===== config.mk =====
export PLATFORM = sky130hd
export DESIGN_NAME = instruction_fetch
export DESIGN_NICKNAME = d
export VERILOG_FILES = /design/src/rtl/rv32i_pkg.sv /design/src/rtl/pc_register.sv /design/src/rtl/instruction_fetch.sv
export SDC_FILE = /design/constraint.sdc
export NUM_CORES = 1
export LEC_CHECK = 0
export ABC_AREA = 1
export CAP_MARGIN = 20
export CORE_MARGIN = 5
export CORE_UTILIZATION = 40
export DETAILED_ROUTE_END_ITERATION = 7
export PLACE_DENSITY_LB_ADDON = 0.08
export SLEW_MARGIN = 20
export SYNTH_ARGS = -nofsm -noshare
export SYNTH_HDL_FRONTEND = slang
export SYNTH_HIERARCHICAL = 1
export SYNTH_SLANG_ARGS = --single-unit

===== constraint.sdc =====
create_clock -name clk -period 3.85 [get_ports clk]
set_clock_uncertainty 0.1 [all_clocks]
set_input_delay 0.5775 -clock clk [delete_from_list [all_inputs] [get_ports clk]]
set_output_delay 0.5775 -clock clk [all_outputs]
set_load 0.005 [all_outputs]

===== src/rtl/rv32i_pkg.sv =====
// ============================================================================
//  rv32i_pkg
//  Shared types and constants for the RV32I fetch stage.
//  Revision: 1.0
// ============================================================================
`default_nettype none

package rv32i_pkg;

   localparam int XLEN = 32;

   localparam logic [XLEN-1:0] NOP_INSTR = 32'h0000_0013;

   typedef enum logic [2:0] {
      FS_IDLE = 3'd0,
      FS_REQ  = 3'd1,
      FS_WAIT = 3'd2,
      FS_HOLD = 3'd3,
      FS_HALT = 3'd4
   } fetch_state_t;

endpackage

`default_nettype wire


===== src/rtl/pc_register.sv =====
// ============================================================================
//  pc_register
//  Program counter: loads a redirect target or steps by one word.
//  Revision: 1.0
// ============================================================================
`default_nettype none

module pc_register
   import rv32i_pkg::*;
#(
   parameter logic [XLEN-1:0] RESET_PC = 32'h0000_0000
) (
   input  logic            clk,
   input  logic            rst_n,
   input  logic            load_en,
   input  logic [XLEN-1:0] load_pc,
   input  logic            inc_en,
   output logic [XLEN-1:0] pc,
   output logic [XLEN-1:0] pc_next
);

   logic [XLEN-1:0] pc_q;
   logic [XLEN-1:0] pc_d;

   // A load always wins over an increment; the add wraps modulo 2^32.
   always_comb begin
      pc_d = pc_q;
      if (load_en) begin
         pc_d = load_pc;
      end else if (inc_en) begin
         pc_d = pc_q + 32'd4;
      end
   end

   always_ff @(posedge clk) begin
      if (!rst_n) begin
         pc_q <= RESET_PC;
      end else begin
         pc_q <= pc_d;
      end
   end

   assign pc      = pc_q;
   assign pc_next = pc_d;

endmodule

`default_nettype wire


===== src/rtl/instruction_fetch.sv =====
// ============================================================================
//  instruction_fetch
//  RV32I fetch stage: single-outstanding imem handshake, valid/ready output,
//  redirect flush. Optional macro FETCH_MISALIGN_TRAP_EN halts on a
//  misaligned redirect target.
//  Revision: 1.0
// ============================================================================
`default_nettype none

module instruction_fetch
   import rv32i_pkg::*;
#(
   parameter logic [XLEN-1:0] RESET_PC = 32'h0000_0000
) (
   input  logic            clk,
   input  logic            rst_n,
   output logic            imem_req,
   output logic [XLEN-1:0] imem_addr,
   input  logic            imem_gnt,
   input  logic            imem_rvalid,
   input  logic [XLEN-1:0] imem_rdata,
   input  logic            redirect_valid,
   input  logic [XLEN-1:0] redirect_pc,
   output logic            if_valid,
   input  logic            if_ready,
   output logic [XLEN-1:0] if_instr,
   output logic [XLEN-1:0] if_pc,
   output logic            fetch_misaligned
);

   fetch_state_t    state_q, state_d;
   logic            kill_q, kill_d;
   logic            imem_req_q, imem_req_d;
   logic [XLEN-1:0] imem_addr_q, imem_addr_d;
   logic            if_valid_q, if_valid_d;
   logic [XLEN-1:0] if_instr_q, if_instr_d;
   logic [XLEN-1:0] if_pc_q, if_pc_d;
   logic            misaligned_q, misaligned_d;

   logic            pc_load;
   logic            pc_inc;
   logic [XLEN-1:0] pc;
   logic [XLEN-1:0] pc_next;
   logic [XLEN-1:0] target_pc;
   logic            misalign_hit;

   assign target_pc = redirect_pc & ~32'h0000_0003;

`ifdef FETCH_MISALIGN_TRAP_EN
   assign misalign_hit = (redirect_pc[1:0] != 2'b00);
`else
   assign misalign_hit = 1'b0;
`endif

   pc_register #(
      .RESET_PC (RESET_PC)
   ) u_pc_register (
      .clk     (clk),
      .rst_n   (rst_n),
      .load_en (pc_load),
      .load_pc (target_pc),
      .inc_en  (pc_inc),
      .pc      (pc),
      .pc_next (pc_next)
   );

   always_comb begin
      state_d      = state_q;
      kill_d       = kill_q;
      if_valid_d   = if_valid_q;
      if_instr_d   = if_instr_q;
      if_pc_d      = if_pc_q;
      misaligned_d = misaligned_q;
      pc_load      = 1'b0;
      pc_inc       = 1'b0;

      case (state_q)
         FS_IDLE: state_d = FS_REQ;
         FS_REQ: begin
            if (imem_gnt) state_d = FS_WAIT;
         end
         FS_WAIT: begin
            if (imem_rvalid) begin
               if (kill_q) begin
                  kill_d  = 1'b0;
                  state_d = FS_REQ;
               end else begin
                  if_instr_d = imem_rdata;
                  if_pc_d    = pc;
                  if_valid_d = 1'b1;
                  pc_inc     = 1'b1;
                  state_d    = FS_HOLD;
               end
            end
         end
         FS_HOLD: begin
            if (if_ready) begin
               if_valid_d = 1'b0;
               state_d    = FS_REQ;
            end
         end
         FS_HALT: state_d = FS_HALT;
         default: state_d = FS_IDLE;
      endcase

      // Redirect overrides all of the above; a request already granted keeps
      // its response pending, so kill marks it for discard.
      if (redirect_valid && (state_q != FS_HALT)) begin
         if_valid_d = 1'b0;
         if_instr_d = if_instr_q;
         if_pc_d    = if_pc_q;
         pc_inc     = 1'b0;
         if (misalign_hit) begin
            misaligned_d = 1'b1;
            state_d      = FS_HALT;
         end else begin
            pc_load = 1'b1;
            if ((state_q == FS_REQ) && imem_gnt) begin
               kill_d  = 1'b1;
               state_d = FS_WAIT;
            end else if ((state_q == FS_WAIT) && !imem_rvalid) begin
               kill_d  = 1'b1;
               state_d = FS_WAIT;
            end else begin
               kill_d  = 1'b0;
               state_d = FS_REQ;
            end
         end
      end

      imem_req_d  = (state_d == FS_REQ);
      imem_addr_d = pc_next;
   end

   always_ff @(posedge clk) begin
      if (!rst_n) begin
         state_q      <= FS_IDLE;
         kill_q       <= 1'b0;
         imem_req_q   <= 1'b0;
         imem_addr_q  <= RESET_PC;
         if_valid_q   <= 1'b0;
         if_instr_q   <= NOP_INSTR;
         if_pc_q      <= '0;
         misaligned_q <= 1'b0;
      end else begin
         state_q      <= state_d;
         kill_q       <= kill_d;
         imem_req_q   <= imem_req_d;
         imem_addr_q  <= imem_addr_d;
         if_valid_q   <= if_valid_d;
         if_instr_q   <= if_instr_d;
         if_pc_q      <= if_pc_d;
         misaligned_q <= misaligned_d;
      end
   end

   assign imem_req         = imem_req_q;
   assign imem_addr        = imem_addr_q;
   assign if_valid         = if_valid_q;
   assign if_instr         = if_instr_q;
   assign if_pc            = if_pc_q;
   assign fetch_misaligned = misaligned_q;

endmodule

`default_nettype wire


==> results.txt, run 1 <==
Minimum clock period - 2.39 ns
WP buf/inv - 4
TritonCTS buffer count - 17
Drt drc - 0
Buffers on Ports - 165
Largest cells by area after synthesis - dfxtp_1 (47%), nor2_1 (10%), nand2_1 (9.9%)
RSZ-0062 raised after global routing - no
Max VDD drop - 0.239 mV
Largest family of logic cells by synthesized area - simple AND/OR/NAND/NOR gates
Pwr Density - 437 nW/um^2
GP Congestion - 0.890
Slew Limit Fails - 0
Final Hold Vio Count - 0
Clk root buf - clkbuf_16
Critical path destination - imem_addr[29]
Total negative slack - 0 ns
Final non-filler cell total - 1121
Post-Synth Simple-Gate Area - 0.327
CP Max Fanout - 8
Rows - 43
I/O Pins - 169
Post-CTS Hold Buffers - 0
Reg-to-Reg End - imem_addr[25]
Crit Path Class - input port to flop
CP Depth - 16
Gr ovfl total - 0
Post-route cell area - 7970 sq um
Share of cells above drive strength 1 - 0.0903
YS warnings - 6
Max_cap viols - 0
Die ar. - 16600 sq um
Dpl cells - 1089
1st-pass router iterations - 5
DP Area - 7340 sq um
Top_reg_cell synth - dfxtp_1
Most frequent cells in the layout - clkdlybuf4s50_1 (164), nor2_1 (156), nand2_1 (149), dfxtp_1 (134), inv_1 (71)
Mux contribution to synthesized area - 0
Startpoint Class - input port
CTS tree - built
Static leakage - 3.48 nW
Most common cell after layout, fill and taps aside - clkdlybuf4s50_1
Nets - 999
Syn_area_per_cell - 7.33 sq um
Share of synthesized registers carrying an async set or reset - 0
All-Layer GR Usage - 0.185
Slew HR - 0.322
Worst EP required - 4.06 ns
Status - complete, no violations
Flops & latches, synth - 134
DRT antenna net count - 0
Yosys top cell by area - dfxtp_1
Highest clock rate - 0.418 GHz
Synthesized cell area - 5650 sq um
Worst Reg-to-Reg Cells - 12
Worst-Margin Slew - 1.01 ns
Critical Path Sink Type - flop
Vias/cell - 4.71
DR iter-0 viols - 222
Hold depth - 2
Worst Hold Class - flop to flop
CP startpoint - imem_rvalid
Clock Pin Slew Worst Setup and Hold Paths - 0.05 ns
Reg2reg start - state_q[1]
Post-synthesis compound-gate area fraction - 0.0969
Final Power - 3.48 mW
Vias - 5275
Clk sinks - 134
Initial Util - 0.407
Final setup violation count - 0
Total Wirelength - 15.2 mm
Sequential fraction of the synthesis area - 0.474
Vias in the first global route - 5163
Post-route clock period utilization - 0.622
Initial antenna violation count - 0
Drt wl/cell - 13.5 um
Netlist cell types - 35
Number of H-tree levels - 4
Slowest cell on the critical path - clkdlybuf4s50_1
Layout area overhead - 40.9%
Core area - 13900 sq um
Die Y - 129 um
Share of the synthesized area in the top cell type - 0.474
Dpl hpwl - 10.6 mm
Post-CTS Setup Repair Bufs - 0
Xor and xnor area share after synthesis - 0.00620
Antenna cells - 0
Cell Chain, Critical Path - clkdlybuf4s50_1 > nand2_1 > nor2_4 > nand2_2 > inv_2 > nand2_2 > nor2_4 > nand2_4 > nor2_8 > nand3_2 > nand2_1 > nand2_1 > o21ai_2 > inv_1 > nand2_1 > inv_1
Max Root-Sink Buffers - 2
First-pass GRT wire length - 24.5 mm
Post-Syn Instances - 771
Die width - 129 um
R2r setup slk - 1.66 ns
Number of flops mapped to enable cells by yosys - 0
Adder-Cell Fraction of Synth Area - 0.00221
Clk_lat worst skew - 0.41 ns
Data arrival, critical path - 2.60 ns
Pin count of the biggest net entering global routing - 101
Most used cell, CP - nand2_1
Crit path max-delay family - simple AND/OR/NAND/NOR gates
Post-cts resize count - 0
Max stage delay on crit path - 0.51 ns
==> how the worst min path moves through the flow <==
stage / end / from
after detailed placement: if_instr[1] / if_instr[1]
after global placement: if_instr[0] / if_instr[0]
final: if_instr[4] / if_instr[4]
after floorplan: u_pc_register/pc[0] / u_pc_register/pc[0]
after CTS: if_instr[1] / if_instr[1]
after global routing: kill_q / kill_q
==> stage by stage <==
stage / util / hold WS (ns) / setup slack, ns
5_1_grt: 0.574 / 0.398 / 1.27
3_5_place_dp: 0.529 / 0.363 / 1.00
6_report: 0.574 / 0.376 / 1.46
3_3_place_gp: 0.529 / 0.357 / 1.05
2_1_floorplan: - / 0.360 / 1.64
4_1_cts: 0.574 / 0.381 / 1.45
==> worst reg2reg max path: stages (launching register included) <==
cell and delay, ns:
dfxtp_1 0.37, inv_2 0.11, nand3_2 0.11, nand2_4 0.11
inv_1 0.06, inv_1 0.41, buf_4 0.27, buf_4 0.21
nand3_1 0.12, nand2_1 0.09, inv_1 0.04, nand2_1 0.05
inv_1 0.05
==> cells by family after synthesis <==
| logic type | after synthesis |
|---|---|
| other | 1 |
| flip-flops | 134 |
| XOR/XNOR | 4 |
| AND/OR/NAND/NOR | 415 |
| buffers and inverters | 112 |
| AO/OA/AOI/OAI | 104 |
| adder cells (fa/ha/maj) | 1 |
==> cell usage after synthesis (2+ instances only) <==
cell / number
xor2_1: 4
nand3_1: 55
o21ai_2: 2
nor3_1: 3
nand3_2: 4
nor2_2: 8
nand4_1: 9
or2_2: 11
buf_2: 3
nand2_2: 5
nor2_4: 5
nand2_4: 3
inv_1: 72
nor2_8: 2
o21ai_0: 56
inv_2: 5
nand3b_1: 2
o21ai_1: 9
buf_6: 13
clkbuf_1: 18
nor2_1: 156
a21oi_1: 30
nand2_1: 149
a21o_1: 3
dfxtp_1: 134
==> registers in the layout, indices dropped and copies added (netlist names) <==
register and count:
if_valid 1, if_pc 32, kill_q 1, if_instr 32, imem_addr 32, u_pc_register/pc 32, state_q 3, imem_req 1
==> layout make-up <==
cell class                      instances  area (sq um)
Clock buffer                           19           443
Clock inverter                         13           180
Fill cell                            1367          5920
Inverter                               77           289
Multi-Input combinational cell        527          2450
Sequential cell                       134          2680
Tap cell                              180           225
Timing Repair Buffer                  171          1690
==> where the power goes <==
part | internal, mW | switching (mW)
sequential | 1.44 | 0.0388
combinational | 0.173 | 0.143
clock | 1.10 | 0.591
total | 2.71 | 0.773
==> per-layer routing <==
metal / track usage / part of all wire / routed length, um
met1: 0.220 / 0.43 / 6560
met2: 0.316 / 0.49 / 7470
met3: 0.0581 / 0.062 / 942
met4: 0.0599 / 0.013 / 204
met5: 0 / 0 / 0
Note: power is estimated with default switching activity, not from simulation.
==> run 2, diff against run 1 <==
- clock period: 3.85 -> 2.1 ns (I/O delays scaled with it)
==> results.txt, run 2 (synthesized netlist as in run 1, its figures left out) <==
Status - complete, no violations
Nets - 1017 (+1.8%)
Clock Power Share - 0.464 (-0.020)
Startpoint Class - input port
Die width - 129 um (unchanged)
Dpl hpwl - 11.0 mm (+3.4%)
All-Layer GR Usage - 0.185 (about the same)
CP startpoint - imem_rvalid
RSZ-0062 raised after global routing - no
Total negative slack - 0 ns (unchanged)
Critical path destination - imem_addr[29]
Worst-Margin Slew - 0.695 ns (-0.316 ns)
Max stage delay on crit path - 0.49 ns (-0.02 ns)
Final core area utilization - 0.581 (+0.00721)
Comb power frac - 0.097 (+0.006)
CTS tree - built
Share of cells above drive strength 1 - 0.103 (+0.0130)
Final Power - 6.19 mW (+78%)
DRT antenna net count - 0 (unchanged)
Sw Share - 0.217 (-0.00438)
Slew Limit Fails - 0 (unchanged)
Power Internal - 4.84 mW (+79%)
Minimum clock period - 1.93 ns
Max_cap viols - 0 (unchanged)
Vias/cell - 4.75 (+1.0%)
CP Max Fanout - 8 (unchanged)
Worst Reg-to-Reg Cells - 16 (+4)
Hold depth - 3 (+1)
Final Hold Vio Count - 0 (unchanged)
Reg-to-Reg End - imem_addr[29]
Static leakage - 3.55 nW (+2.0%)
Buffers on Ports - 165 (unchanged)
Drt drc - 0 (unchanged)
Setup WS pre-CTS - -0.317 ns (-1.32 ns)
Clk sinks - 134 (unchanged)
Most frequent cells in the layout - clkdlybuf4s50_1 (164), nor2_1 (155), nand2_1 (149), dfxtp_1 (133), inv_1 (72)
Critical Path Sink Type - flop
Antenna cells - 0 (unchanged)
Pwr Density - 767 nW/um^2 (+75%)
Pin count of the biggest net entering global routing - 65 (-36%)
Part of the power in registers - 0.439 (+0.014)
Clock Pin Slew Worst Setup and Hold Paths - 0.05 ns (about the same)
Initial antenna violation count - 0 (unchanged)
Die ar. - 16600 sq um (unchanged)
Final setup violation count - 0 (unchanged)
Data arrival, critical path - 2.13 ns (-0.47 ns)
Slowest cell on the critical path - clkdlybuf4s50_1
Layout area overhead - 42.6%
Max VDD drop - 0.448 mV (+87%)
TritonCTS buffer count - 17 (unchanged)
Highest clock rate - 0.519 GHz
DR iter-0 viols - 269 (+21%)
R2r setup slk - 0.18 ns (-1.48 ns)
Slew HR - 0.537 (+0.215)
Most common cell after layout, fill and taps aside - clkdlybuf4s50_1
Total Wirelength - 15.4 mm (+1.3%)
Vias - 5410 (+2.6%)
First-pass GRT wire length - 24.6 mm (+0.28%)
Setup slack after layout - 0.172 ns (-1.28 ns)
Most used cell, CP - nand2_1
I/O Pins - 169 (unchanged)
Worst Hold Class - input port to flop
GP Congestion - 0.883 (-0.89%)
Gr ovfl total - 0 (unchanged)
Worst EP required - 2.31 ns (-1.75 ns)
Crit Path Class - input port to flop
Cell Chain, Critical Path - clkdlybuf4s50_1 > nand2_1 > nor2_4 > nand2_2 > inv_4 > nand2_2 > nor2_4 > nand2_4 > nor2_8 > nand3_2 > nand2_1 > nand2_1 > o21ai_2 > inv_1 > nand2_1 > inv_1
Drt wl/cell - 13.5 um (-0.23%)
Die Y - 129 um (unchanged)
1st-pass router iterations - 5 (unchanged)
Rows - 43 (unchanged)
Clk_lat worst skew - 0.41 ns (about the same)
Core area - 13900 sq um (unchanged)
Number of H-tree levels - 4 (unchanged)
Max Root-Sink Buffers - 2 (unchanged)
Clk root buf - clkbuf_16
Vias in the first global route - 5126 (-0.72%)
Switch Pwr - 1.34 mW (+74%)
Post-CTS Hold Buffers - 0 (unchanged)
Reg2reg start - state_q[2]
Initial Util - 0.407 (unchanged)
Post-route clock period utilization - 0.918
run 2: cell count changes in the layout (fill, tap and decap cells not counted), sizes merged:
cell / change
clkinv: -6
clkbuf: +9
inv: +1
buf: +18
clkinvlp: -3
bufinv: -2
run 2: worst min-delay path by stage:
stage	start	slack [ns]	end
after global routing	rst_n	0.23	u_pc_register/pc[12]
after floorplan	imem_rdata[0]	0.33	if_instr[0]
final	rst_n	0.20	u_pc_register/pc[22]
after CTS	rst_n	0.21	u_pc_register/pc[22]
after detailed placement	if_instr[1]	0.36	if_instr[1]
after global placement	if_instr[4]	0.36	if_instr[4]
run 2: power by group through the flow:
stage	Combinational (mW)	Clock, mW	Sequential, mW
2_1_floorplan	0.271	0	2.76
3_3_place_gp	0.588	0	2.77
3_5_place_dp	0.599	0	2.77
4_1_cts	0.605	2.94	2.72
5_1_grt	0.668	3.05	2.73
6_report	0.599	2.87	2.72
run 2: final cells by class:
| class | instances | area [sq um] |
|---|---|---|
| tap | 180 | 225 |
| clock inverter | 3 | 65.1 |
| clock buffer | 28 | 507 |
| sequential | 134 | 2680 |
| multi-input combinational | 527 | 2470 |
| fill | 1334 | 5820 |
| timing repair buffer | 189 | 1830 |
| inverter | 77 | 292 |
run 2: critical path, delay by kind of cell:
kind	cells	cell delay [ns]
buffers and inverters	4	0.66
AOI/OAI and AO/OA	1	0.13
and+or+nand+nor	11	1.03
run 2: metal layers:
metal / share of wire / track usage
met1: 0.44 / 0.228
met3: 0.059 / 0.0490
met2: 0.49 / 0.314
met4: 0.015 / 0.0624
met5: 0 / 0
run 2: through the flow:
step                cells  cell area [sq um]  hold slack (ns)
global route         1138               8070            0.233
CTS                  1134               8020            0.205
floorplan             773               5660            0.328
detailed placement   1103               7450            0.361
finish               1138               8070            0.200
global placement     1103               7450            0.357
run 2: what timing repair did:
item                       4_1_cts  5_1_grt
setup endpoints to repair        0        9
gates resized for setup          0        5
setup buffers                    0        4
